**src/rtl/weight_preload_sequencer_if.sv**
```systemverilog
// Weight stream in, mesh preload/launch out.
// One bundle shared by the sequencer and its upstream/downstream peers.
interface weight_preload_sequencer_if #(
  parameter int DW    = 8,
  parameter int ROW_W = 3,
  parameter int COL_W = 5
);
  logic                   load_req;
  logic                   w_valid;
  logic                   w_ready;
  logic [DW-1:0]          w_data;
  logic                   cfg_valid;
  logic [ROW_W+COL_W-1:0] cfg_addr;
  logic [DW-1:0]          cfg_data;
  logic                   start;
  logic                   busy;
  logic [15:0]            checksum;

  modport master (
    output load_req,
    output w_valid,
    output w_data,
    input  w_ready,
    input  cfg_valid,
    input  cfg_addr,
    input  cfg_data,
    input  start,
    input  busy,
    input  checksum
  );

  modport slave (
    input  load_req,
    input  w_valid,
    input  w_data,
    output w_ready,
    output cfg_valid,
    output cfg_addr,
    output cfg_data,
    output start,
    output busy,
    output checksum
  );
endinterface

```
**src/rtl/weight_preload_sequencer.sv**
```systemverilog
// Streams weights into the mesh preload port row-major, then fires start.
// Optional running checksum: define WLOAD_CHECKSUM_EN.
module weight_preload_sequencer #(
  parameter int DW    = 8,
  parameter int ROWS  = 8,
  parameter int COLS  = 32,
  parameter int ROW_W = 3,
  parameter int COL_W = 5
) (
  input logic                        clk,
  input logic                        rst,
  weight_preload_sequencer_if.slave  bus
);

  localparam int AW = ROW_W + COL_W;

  localparam logic [ROW_W-1:0] ROW_LAST = ROW_W'(ROWS - 1);
  localparam logic [COL_W-1:0] COL_LAST = COL_W'(COLS - 1);

  typedef enum logic [1:0] {
    S_IDLE,
    S_LOAD,
    S_DRAIN,
    S_FIRE
  } state_e;

  state_e state_q, state_d;

  logic [ROW_W-1:0] row_q, row_d;
  logic [COL_W-1:0] col_q, col_d;

  logic          cfg_valid_q, cfg_valid_d;
  logic [AW-1:0] cfg_addr_q, cfg_addr_d;
  logic [DW-1:0] cfg_data_q, cfg_data_d;

  logic in_load;
  logic accept;
  logic col_end;
  logic last_beat;

  assign in_load   = (state_q == S_LOAD);
  assign accept    = in_load & bus.w_valid;
  assign col_end   = (col_q == COL_LAST);
  assign last_beat = col_end & (row_q == ROW_LAST);

  // Next-state, address counters and preload output capture
  always_comb begin
    state_d     = state_q;
    row_d       = row_q;
    col_d       = col_q;
    cfg_valid_d = accept;
    cfg_addr_d  = cfg_addr_q;
    cfg_data_d  = cfg_data_q;
    unique case (state_q)
      S_IDLE: begin
        row_d = '0;
        col_d = '0;
        if (bus.load_req) begin
          state_d = S_LOAD;
        end
      end
      S_LOAD: begin
        if (accept) begin
          cfg_addr_d = {row_q, col_q};
          cfg_data_d = bus.w_data;
          if (col_end) begin
            col_d = '0;
            row_d = row_q + 1'b1;
          end else begin
            col_d = col_q + 1'b1;
          end
          if (last_beat) begin
            state_d = S_DRAIN;
          end
        end
      end
      S_DRAIN: state_d = S_FIRE;
      S_FIRE:  state_d = S_IDLE;
      default: state_d = S_IDLE;
    endcase
  end

  // State, counters and registered preload port
  always_ff @(posedge clk) begin
    if (rst) begin
      state_q     <= S_IDLE;
      row_q       <= '0;
      col_q       <= '0;
      cfg_valid_q <= 1'b0;
      cfg_addr_q  <= '0;
      cfg_data_q  <= '0;
    end else begin
      state_q     <= state_d;
      row_q       <= row_d;
      col_q       <= col_d;
      cfg_valid_q <= cfg_valid_d;
      cfg_addr_q  <= cfg_addr_d;
      cfg_data_q  <= cfg_data_d;
    end
  end

  assign bus.w_ready   = in_load;
  assign bus.busy      = (state_q != S_IDLE);
  assign bus.start     = (state_q == S_FIRE);
  assign bus.cfg_valid = cfg_valid_q;
  assign bus.cfg_addr  = cfg_addr_q;
  assign bus.cfg_data  = cfg_data_q;

`ifdef WLOAD_CHECKSUM_EN
  logic [15:0] sum_q, sum_d;

  // Sum restarts on an accepted request and holds once the load is done
  always_comb begin
    sum_d = sum_q;
    if ((state_q == S_IDLE) && bus.load_req) begin
      sum_d = '0;
    end else if (accept) begin
      sum_d = sum_q + 16'($signed(bus.w_data));
    end
  end

  // Checksum register
  always_ff @(posedge clk) begin
    if (rst) begin
      sum_q <= '0;
    end else begin
      sum_q <= sum_d;
    end
  end

  assign bus.checksum = sum_q;
`else
  assign bus.checksum = '0;
`endif

endmodule

```
**src/flat_wrapper.sv**
```systemverilog
// flat-port wrapper written by rule: the top's interface ports become plain ports
module weight_preload_sequencer_flat 
#(
  parameter int DW    = 8,
  parameter int ROWS  = 8,
  parameter int COLS  = 32,
  parameter int ROW_W = 3,
  parameter int COL_W = 5
)
  (clk, rst, bus_load_req, bus_w_valid, bus_w_data, bus_w_ready, bus_cfg_valid, bus_cfg_addr, bus_cfg_data, bus_start, bus_busy, bus_checksum);
  weight_preload_sequencer_if #(.DW(DW), .ROW_W(ROW_W), .COL_W(COL_W)) bus_i ();
  input logic clk;
  input logic rst;
  input wire logic [$bits(bus_i.load_req)-1:0] bus_load_req;
  input wire logic [$bits(bus_i.w_valid)-1:0] bus_w_valid;
  input wire logic [$bits(bus_i.w_data)-1:0] bus_w_data;
  output wire logic [$bits(bus_i.w_ready)-1:0] bus_w_ready;
  output wire logic [$bits(bus_i.cfg_valid)-1:0] bus_cfg_valid;
  output wire logic [$bits(bus_i.cfg_addr)-1:0] bus_cfg_addr;
  output wire logic [$bits(bus_i.cfg_data)-1:0] bus_cfg_data;
  output wire logic [$bits(bus_i.start)-1:0] bus_start;
  output wire logic [$bits(bus_i.busy)-1:0] bus_busy;
  output wire logic [$bits(bus_i.checksum)-1:0] bus_checksum;
  assign bus_i.load_req = bus_load_req;
  assign bus_i.w_valid = bus_w_valid;
  assign bus_i.w_data = bus_w_data;
  assign bus_w_ready = bus_i.w_ready;
  assign bus_cfg_valid = bus_i.cfg_valid;
  assign bus_cfg_addr = bus_i.cfg_addr;
  assign bus_cfg_data = bus_i.cfg_data;
  assign bus_start = bus_i.start;
  assign bus_busy = bus_i.busy;
  assign bus_checksum = bus_i.checksum;
  weight_preload_sequencer #(.DW(DW), .ROWS(ROWS), .COLS(COLS), .ROW_W(ROW_W), .COL_W(COL_W)) u_core (.clk(clk), .rst(rst), .bus(bus_i));
endmodule
```
**config.mk**
```make
export PLATFORM = sky130hd
export DESIGN_NAME = weight_preload_sequencer_flat
export DESIGN_NICKNAME = d
export VERILOG_FILES = /design/src/rtl/weight_preload_sequencer_if.sv /design/src/rtl/weight_preload_sequencer.sv /design/src/flat_wrapper.sv
export SDC_FILE = /design/constraint.sdc
export NUM_CORES = 1
export LEC_CHECK = 0
export ABC_AREA = 1
export CORE_MARGIN = 10
export CORE_UTILIZATION = 39
export CTS_CLUSTER_SIZE = 40
export DETAILED_ROUTE_END_ITERATION = 12
export GPL_ROUTABILITY_DRIVEN = 0
export PLACE_DENSITY = 0.7
export SETUP_SLACK_MARGIN = 0.4
export SYNTH_ARGS = -nofsm -noshare
export SYNTH_HDL_FRONTEND = slang
export SYNTH_SLANG_ARGS = --single-unit
```
**constraint.sdc**
```tcl
create_clock -name clk -period 1.3 [get_ports clk]
set_input_delay 0.13 -clock clk [delete_from_list [all_inputs] [get_ports clk]]
set_output_delay 0.13 -clock clk [all_outputs]
set_load 0.05 [all_outputs]
```
# Yosys cells after proc, flatten, opt, wreduce, memory -nomap -nowiden
# Cells that the tools add are included.
# op_classes
n_addsub,2
eq_ne,9
n_mux,10
n_bitwise,2
n_reduce_logical,7
# op_table
cell,n
5-bit 2-to-1 mux,2
5-bit one-hot mux with 2 select lines,1
"2-bit != test, second input constant",4
2-bit one-hot mux with 4 select lines,1
2-bit 2-to-1 mux,3
3-bit 2-to-1 mux,2
3-bit one-hot mux with 2 select lines,1
3-bit AND reduction,2
"5-bit by 1-bit adder with 5-bit output, second input constant",1
"5-bit equality test, second input constant",1
"2-bit equality test, second input constant",2
2-bit AND reduction,2
2-bit nonzero test,2
"3-bit by 1-bit adder with 3-bit output, second input constant",1
"3-bit equality test, second input constant",1
1-bit bitwise AND,2
"2-bit by 1-bit equality test with 1-bit output, second input constant",1
2-bit logical NOT,1
# word_totals
regBits,27
inputBits,12
out_inout_bits,36
elab_cells,36

# Longest topological paths before layout
# Gate-level depths: netlist of run 1.
# logic_depth
word_depth,5
depth_mapped,10
mapped_depth_nobuf,10

# Worst setup path before layout of run 1
# No wires, ideal clock.
# synth_path
path_kind,reg-to-reg
from,register u_core.state_q[1]
to,register u_core.row_q[2]
setup_time_ps,124
arrival_time_ps,1518
required_ps,1176
path_slack_ps,-342
path_stages_with_launch,8
path_buffers,0
period_less_slack_ps,1642
cell_sequence,dfxtp_1 > inv_1 > ha_1 > nand3_1 > nand3_1 > inv_1 > nand2_1 > o21ai_0
# synth_between
elab_chain_len,4
word_cells_on_any_way,8
classes_between,3 x eq/ne; 1 x mux; 1 x bitwise; 3 x reduce/logical
# synth_rtl
item,line,rtl
from (decl),weight_preload_sequencer.sv:27,"state_e state_q, state_d;"
from (signal assigned),weight_preload_sequencer.sv:93,state_q <= state_d;
2-bit by 1-bit equality test with 1-bit output (*),weight_preload_sequencer.sv:41,assign in_load = (state_q == S_LOAD);
net bus_w_ready,flat_wrapper.sv:17,output wire logic [$bits(bus_i.w_ready)-1:0] bus_w_ready;
1-bit bitwise AND,weight_preload_sequencer.sv:42,assign accept = in_load & bus.w_valid;
2-bit != test (no source line),-,
3-bit AND reduction (no source line),-,
to (signal assigned),weight_preload_sequencer.sv:94,row_q <= row_d;
to (decl),weight_preload_sequencer.sv:29,"logic [ROW_W-1:0] row_q, row_d;"
# Mark *: on every way through the listed nets, which the timed path passes. The rest lies on a longest branch.
# A chain may end at the register's enable or synchronous reset.

# Worst setup path in the final report of run 1
# layout_path
from,register u_core.col_q[0]
to,register u_core.row_q[2]
# layout_between
elab_chain_len,3
# layout_rtl
item,line,rtl
from (decl),weight_preload_sequencer.sv:30,"logic [COL_W-1:0] col_q, col_d;"
from (signal assigned),weight_preload_sequencer.sv:95,col_q <= col_d;
5-bit equality test,weight_preload_sequencer.sv:43,assign col_end = (col_q == COL_LAST);
2-bit != test (no source line),-,
3-bit AND reduction (no source line),-,
# Every way passes these cells.

==> out/metrics.cfg, run 1 <==
[timing]
period_share_pct = 103
finalSetupViolations = 7
clock.fmax_ghz = 0.750
worst_slack_ns = -0.0338
drv_slew = 0
rsz0062_at_grt = yes
finalClockSkew_ns = 0.0106
finalHoldViolCount = 0
period_minus_slack_ns = 1.33

[place]
place_inst = 248
io_buffers = 31
place_hpwl_um = 2590
placed_cell_area_um2 = 1920

[floorplan]
start_util_pct = 41.6
io_pins = 48
dieWidth_um = 77.8
core_area_um2 = 3130
core.rowCount = 20
fp.dieH_um = 77.8
die-area_um2 = 6050

[grt]
grt_pass1_wl_um = 6040
gr-total-overflow = 0
antenna_found_initial = 0
grt_max_degree = 26
grtUsageTotal_pct = 12.0
grt_pass1_vias = 1354

[worst_setup_path]
cp-startpoint = u_core.col_q[0]
cp.arrival_ns = 1.57
ff2ff_path_depth = 9
r2r_end = u_core.row_q[2]
worstSetupEndpointType = flop
required_ns = 1.54
crit_type = flop to flop
cp_max_fo = 3
rrSetupSlack_ns = -0.03
startpoint_type = flop
r2r-start = u_core.col_q[0]

[power]
clkPwrFrac_pct = 8.0
switching_share_pct = 44.5
leakage_nw = 0.992
finalPower_w = 0.00459
p_per_area_nw_per_um2 = 1970
p_seq_share_pct = 26.5
comb_power_share_pct = 65.5
cellInternalPower_w = 0.00255
switchingPower_w = 0.00204
max-vdd-ir-drop_v = 0.00135

[clocking]
clock_tree.root_cell = clkbuf_4
clkSinkCount = 27
clk_latency_ns = 0.33
clk_pin_slew_worst_paths_ns = 0.15
cts_tree = yes
clockBufferDepth = 2
numCtsBuffers = 3
cts_hold_buf = 0
htreeDepth = 1

[synth]
yosysSeqAreaShare_pct = 41.5
netlist_area_um2 = 1300
synthCells = 169
synth_largest_area_cell = dfxtp_1
ys_ff_latch = 27
syn_area_per_cell_um2 = 7.71
yosys_warnings = 0
synth_top_area_share_pct = 41.5
synthTopCellsByArea = dfxtp_1 41%, buf_4 9.2%, nor2_1 9.2%
yosysUniqueCellTypes = 22

[final_layout]
multi_input_area_um2 = 785
final_cells = 273
final_cell_area_um2 = 2330
final_cell_mix = 25 x nor2_1, 23 x buf_4, 22 x buf_12, 16 x conb_1, 16 x dfxtp_2
seqCellArea_um2 = 579
fillers = 187
drive_above_1_share_pct = 50.7
area_delta_synth_final_pct = 79.1
num_antenna_cells = 0
layout_commonest_cell = nor2_1
layout.nets = 250

[hold_path]
hold_class = primary input to flop
hold-path-cell-count = 3
hp-start = bus_w_data[6]
min_to = u_core.bus.cfg_data[6]

[route]
wl_per_cell_um = 14.6
firstDrtPassIters = 5
ant_nets = 0
vias_per_cell = 4.72
vias = 1289
drtIter0Drc = 61
routed_wl_um = 4000
drc_errors = 0

[outcome]
failed_checks = setup timing
outcome = finished with violations

[flow_run]
drv_cap = 0

==> per-stage QoR <==
| step | setup slack (ns) | setup TNS (ns) | hold slack (ns) | utilization [%] |
|---|---|---|---|---|
| 6_report | -0.0338 | -0.126 | 0.402 | 74.6 |
| 5_1_grt | -0.148 | -1.02 | 0.419 | 74.6 |
| 4_1_cts | -0.00983 | -0.0154 | 0.392 | 72.0 |
| 3_5_place_dp | -0.0504 | -0.209 | 0.473 | 61.4 |
| 3_3_place_gp | -0.00713 | -0.0141 | 0.469 | 61.4 |
| 2_1_floorplan | 0.0621 | 0 | 0.293 | - |
==> worst max-delay path, cell delays in order (launching register included) <==
cell     delay [ns]
dfxtp_2        0.38
ha_4           0.15
nand2_4        0.05
nor2_4         0.10
ha_4           0.16
nand3_4        0.09
nand3_4        0.11
inv_4          0.06
nand2_2        0.06
o21ai_1        0.07
==> cell families (layout without fill, tap and decap cells) <==
kind of cell             Yosys count  in the layout  synth area share (%)
buffers and inverters             39             84                  17.2
adder cells (fa/ha/maj)            8              8                  7.69
AND/OR/NAND/NOR                   65             65                  20.8
flip-flops                        27             27                  41.5
AO/OA/AOI/OAI                     29             29                  12.6
other                              1             16                 0.288
==> power by group through the flow <==
stage / clock network, W / registers [W] / logic, W
after global routing: 0.000396 / 0.00123 / 0.00319
after CTS: 0.000370 / 0.00120 / 0.00286
after detailed placement: 0 / 0.00117 / 0.00239
final: 0.000366 / 0.00122 / 0.00301
after global placement: 0 / 0.00116 / 0.00232
after floorplan: 0 / 0.00148 / 0.00112
==> sequential cells by signal, indices dropped and copies added, names as in the netlist <==
name	cells
u_core.bus.cfg_addr	8
u_core.bus.cfg_data	8
u_core.bus.cfg_valid	1
u_core.col_q	5
u_core.row_q	3
u_core.state_q	2
==> worst max path at each step <==
stage                              to  cells past startpoint  slack (ns)
finish                u_core.row_q[2]                      9       -0.03
floorplan           u_core.state_q[0]                     10        0.06
detailed placement  u_core.state_q[0]                     10       -0.05
global placement    u_core.state_q[1]                     10      -0.007
global route          u_core.row_q[0]                      8       -0.15
CTS                 u_core.state_q[0]                     10       -0.01
==> per-layer routing <==
metal | share of wire [%] | routed length (um) | vias to the layer above | global-route usage, %
li1 | - | - | 628 | -
met1 | 39 | 1540 | 596 | 12.1
met2 | 53 | 2130 | 53 | 22.1
met3 | 5.6 | 225 | 12 | 3.34
met4 | 2.4 | 94 | 0 | 6.20
met5 | 0 | 0 | - | 0
==> cell usage after synthesis <==
cell type  number
conb_1          1
o21ai_2         1
inv_2           1
buf_1           1
nand2_1        21
nand4_1         3
nor2_1         32
a21oi_2         4
o21ai_1         3
nand2_4         1
clkbuf_1        1
dfxtp_1        27
inv_1          16
buf_4          16
nand2_2         1
clkbuf_2        1
buf_6           2
clkinv_2        1
a21oi_1         4
nand3_1         7
o21ai_0        17
ha_1            8
==> what timing repair did <==
item / 4_1_cts / 5_1_grt
gates resized for setup: 63 / 14
setup endpoints to repair: 47 / 47
hold endpoints to repair: 0 / 0
pin swaps: 14 / 6
buffers inserted: 17 / 4
==> final cells by class <==
type / count / share of cell area [%]
Timing Repair Buffer: 62 / 34.2
Multi-Input combinational cell: 118 / 33.6
Sequential cell: 27 / 24.8
Inverter: 18 / 3.81
Tap cell: 44 / 2.36
Clock buffer: 4 / 1.13
Note: power is estimated with default switching activity, not from simulation.
==> run 2: changes to the inputs <==
--- a/config.mk
+++ b/config.mk
@@ -6,6 +6,7 @@
 export NUM_CORES = 1
 export LEC_CHECK = 0
 export ABC_AREA = 1
+export CORE_ASPECT_RATIO = 0.9
 export CORE_MARGIN = 10
 export CORE_UTILIZATION = 39
 export CTS_CLUSTER_SIZE = 40
==> out/metrics.cfg, run 2 (synthesized netlist as in run 1, its figures left out) <==
[route]
routed_wl_um = 4130  ; +3.3%
drtIter0Drc = 70  ; +15%
firstDrtPassIters = 4  ; -1
ant_nets = 0  ; unchanged
wl_per_cell_um = 15.4  ; +5.2%
vias = 1261  ; -2.2%
drc_errors = 0  ; unchanged
vias_per_cell = 4.71  ; -0.35%

[floorplan]
start_util_pct = 41.5  ; -0.13 points
die-area_um2 = 6050  ; about the same
dieWidth_um = 80.9  ; +4.0%
core_area_um2 = 3140  ; +0.32%
core.rowCount = 19  ; -5.0%
fp.dieH_um = 74.8  ; -3.8%
io_pins = 48  ; unchanged

[timing]
worst_slack_ns = -0.144  ; -0.110 ns
period_minus_slack_ns = 1.44  ; +0.110 ns
finalSetupViolations = 8  ; +1
fin_setup_tns_ns = -0.477  ; -0.351 ns
whs_ns = 0.460  ; +0.0579 ns
rsz0062_at_grt = yes
period_share_pct = 111  ; +8.5 points
drv_slew = 0  ; unchanged
finalClockSkew_ns = 0.00271  ; -0.00788 ns
clock.fmax_ghz = 0.693  ; -7.6%
finalHoldViolCount = 0  ; unchanged

[clocking]
clkSinkCount = 27  ; unchanged
cts_tree = yes
cts_hold_buf = 0  ; unchanged
clockBufferDepth = 2  ; unchanged
clock_tree.root_cell = clkbuf_8
clk_latency_ns = 0.28  ; -0.05 ns
numCtsBuffers = 3  ; unchanged
clk_pin_slew_worst_paths_ns = 0.09  ; -0.06 ns
htreeDepth = 1  ; unchanged

[final_layout]
layout.nets = 247  ; -1.2%
area_delta_synth_final_pct = 76.6
drive_above_1_share_pct = 50.4  ; -0.21 points
layout_commonest_cell = nor2_1
final_cell_mix = 26 x nor2_1, 22 x buf_12, 19 x buf_4, 19 x dfxtp_2
num_antenna_cells = 0  ; unchanged

[worst_setup_path]
cp.arrival_ns = 1.65  ; +0.08 ns
worstSetupEndpointType = flop
cp_cell_sequence = ha_4, nand2_2, nor2_2, ha_2, buf_4, inv_1, nor2_2, o21ai_1, a21oi_1
cp_common_cell = nor2_2
required_ns = 1.50  ; -0.04 ns
crit_type = flop to flop
crit_path_max_incr_delay_ns = 0.37  ; about the same
crit_slowest_cell = dfxtp_2
cp_max_fo = 3  ; unchanged
startpoint_type = flop

[place]
io_buffers = 31  ; unchanged
place_hpwl_um = 2780  ; +7.6%

[grt]
grt_pass1_vias = 1243  ; -8.2%
gr-total-overflow = 0  ; unchanged
grt_pass1_wl_um = 5720  ; -5.4%
grtUsageTotal_pct = 11.6  ; -0.49 points
antenna_found_initial = 0  ; unchanged
grt_max_degree = 17  ; -35%

[power]
max-vdd-ir-drop_v = 0.00118  ; -13%
p_per_area_nw_per_um2 = 2000  ; +1.8%
leakage_nw = 0.978  ; -1.4%

[outcome]
failed_checks = setup timing
outcome = finished with violations

[hold_path]
hold_class = primary input to flop

[flow_run]
drv_cap = 0  ; unchanged

==> run 2: cell types whose count changed in the layout (fill, tap and decap cells not counted), sizes merged <==
cell	previous run	this run
clkbuf	4	3
clkinvlp	1	2
buf	51	48
==> run 2: worst paths after layout <==
kind | start | end | slack [ns] | depth (start not counted)
hold / removal | bus_w_data[6] | u_core.bus.cfg_data[6] | 0.46 | 3
setup / recovery | u_core.col_q[1] | u_core.row_q[0] | -0.14 | 9
hold reg to reg | u_core.bus.cfg_data[5] | u_core.bus.cfg_data[5] | 0.49 | 2
setup reg to reg | u_core.col_q[1] | u_core.row_q[0] | -0.14 | 9
==> run 2: what timing repair did <==
| item | CTS | global route |
|---|---|---|
| pin swaps | 1 | 6 |
| setup buffers | 7 | 9 |
| gates resized for setup | 25 | 54 |
| setup endpoints to repair | 47 | 47 |
==> run 2: power by group <==
group	internal, W	total (W)	switching (W)	leakage, nW
registers	0.00103	0.00121	0.000184	0.229
logic	0.00133	0.00291	0.00158	0.727
clock network	0.000218	0.000492	0.000274	0.0217
total	0.00257	0.00461	0.00204	0.978
==> run 2: area by class of cell <==
class,instances,area [um^2]
fillers,200,838
repair buffers,59,791
multi-input cells,118,747
flip-flops and latches,27,572
inverters,18,88.8
well taps,42,52.6
clock buffers,3,41.3
clock inverters,1,7.51
==> run 2: layer usage <==
layer / global-route usage (%) / part of all wire, % / vias up
met5: 0 / 0 / -
met2: 22.3 / 52 / 49
li1: - / - / 615
met4: 2.69 / 2.1 / 0
met1: 12.1 / 40 / 587
met3: 3.21 / 5.8 / 10
==> run 2: critical path, delay by kind of cell (launching register included) <==
kind	cells	cell delay, ns
flops	1	0.37
buf+inv	2	0.15
simple gates	3	0.27
fa+ha+maj	2	0.36
compound gates	2	0.21
==> run 2: stage by stage <==
step	setup slack [ns]	power (W)	utilization (%)	cell area [um^2]	instances
finish	-0.144	0.00461	73.3	2300	268
global route	-0.215	0.00489	73.3	2300	268
CTS	-0.0704	0.00422	66.2	2080	259
detailed placement	-0.0942	0.00358	61.6	1930	248
global placement	-0.00819	0.00350	61.6	1930	248
floorplan	0.0621	0.00260	-	1420	184
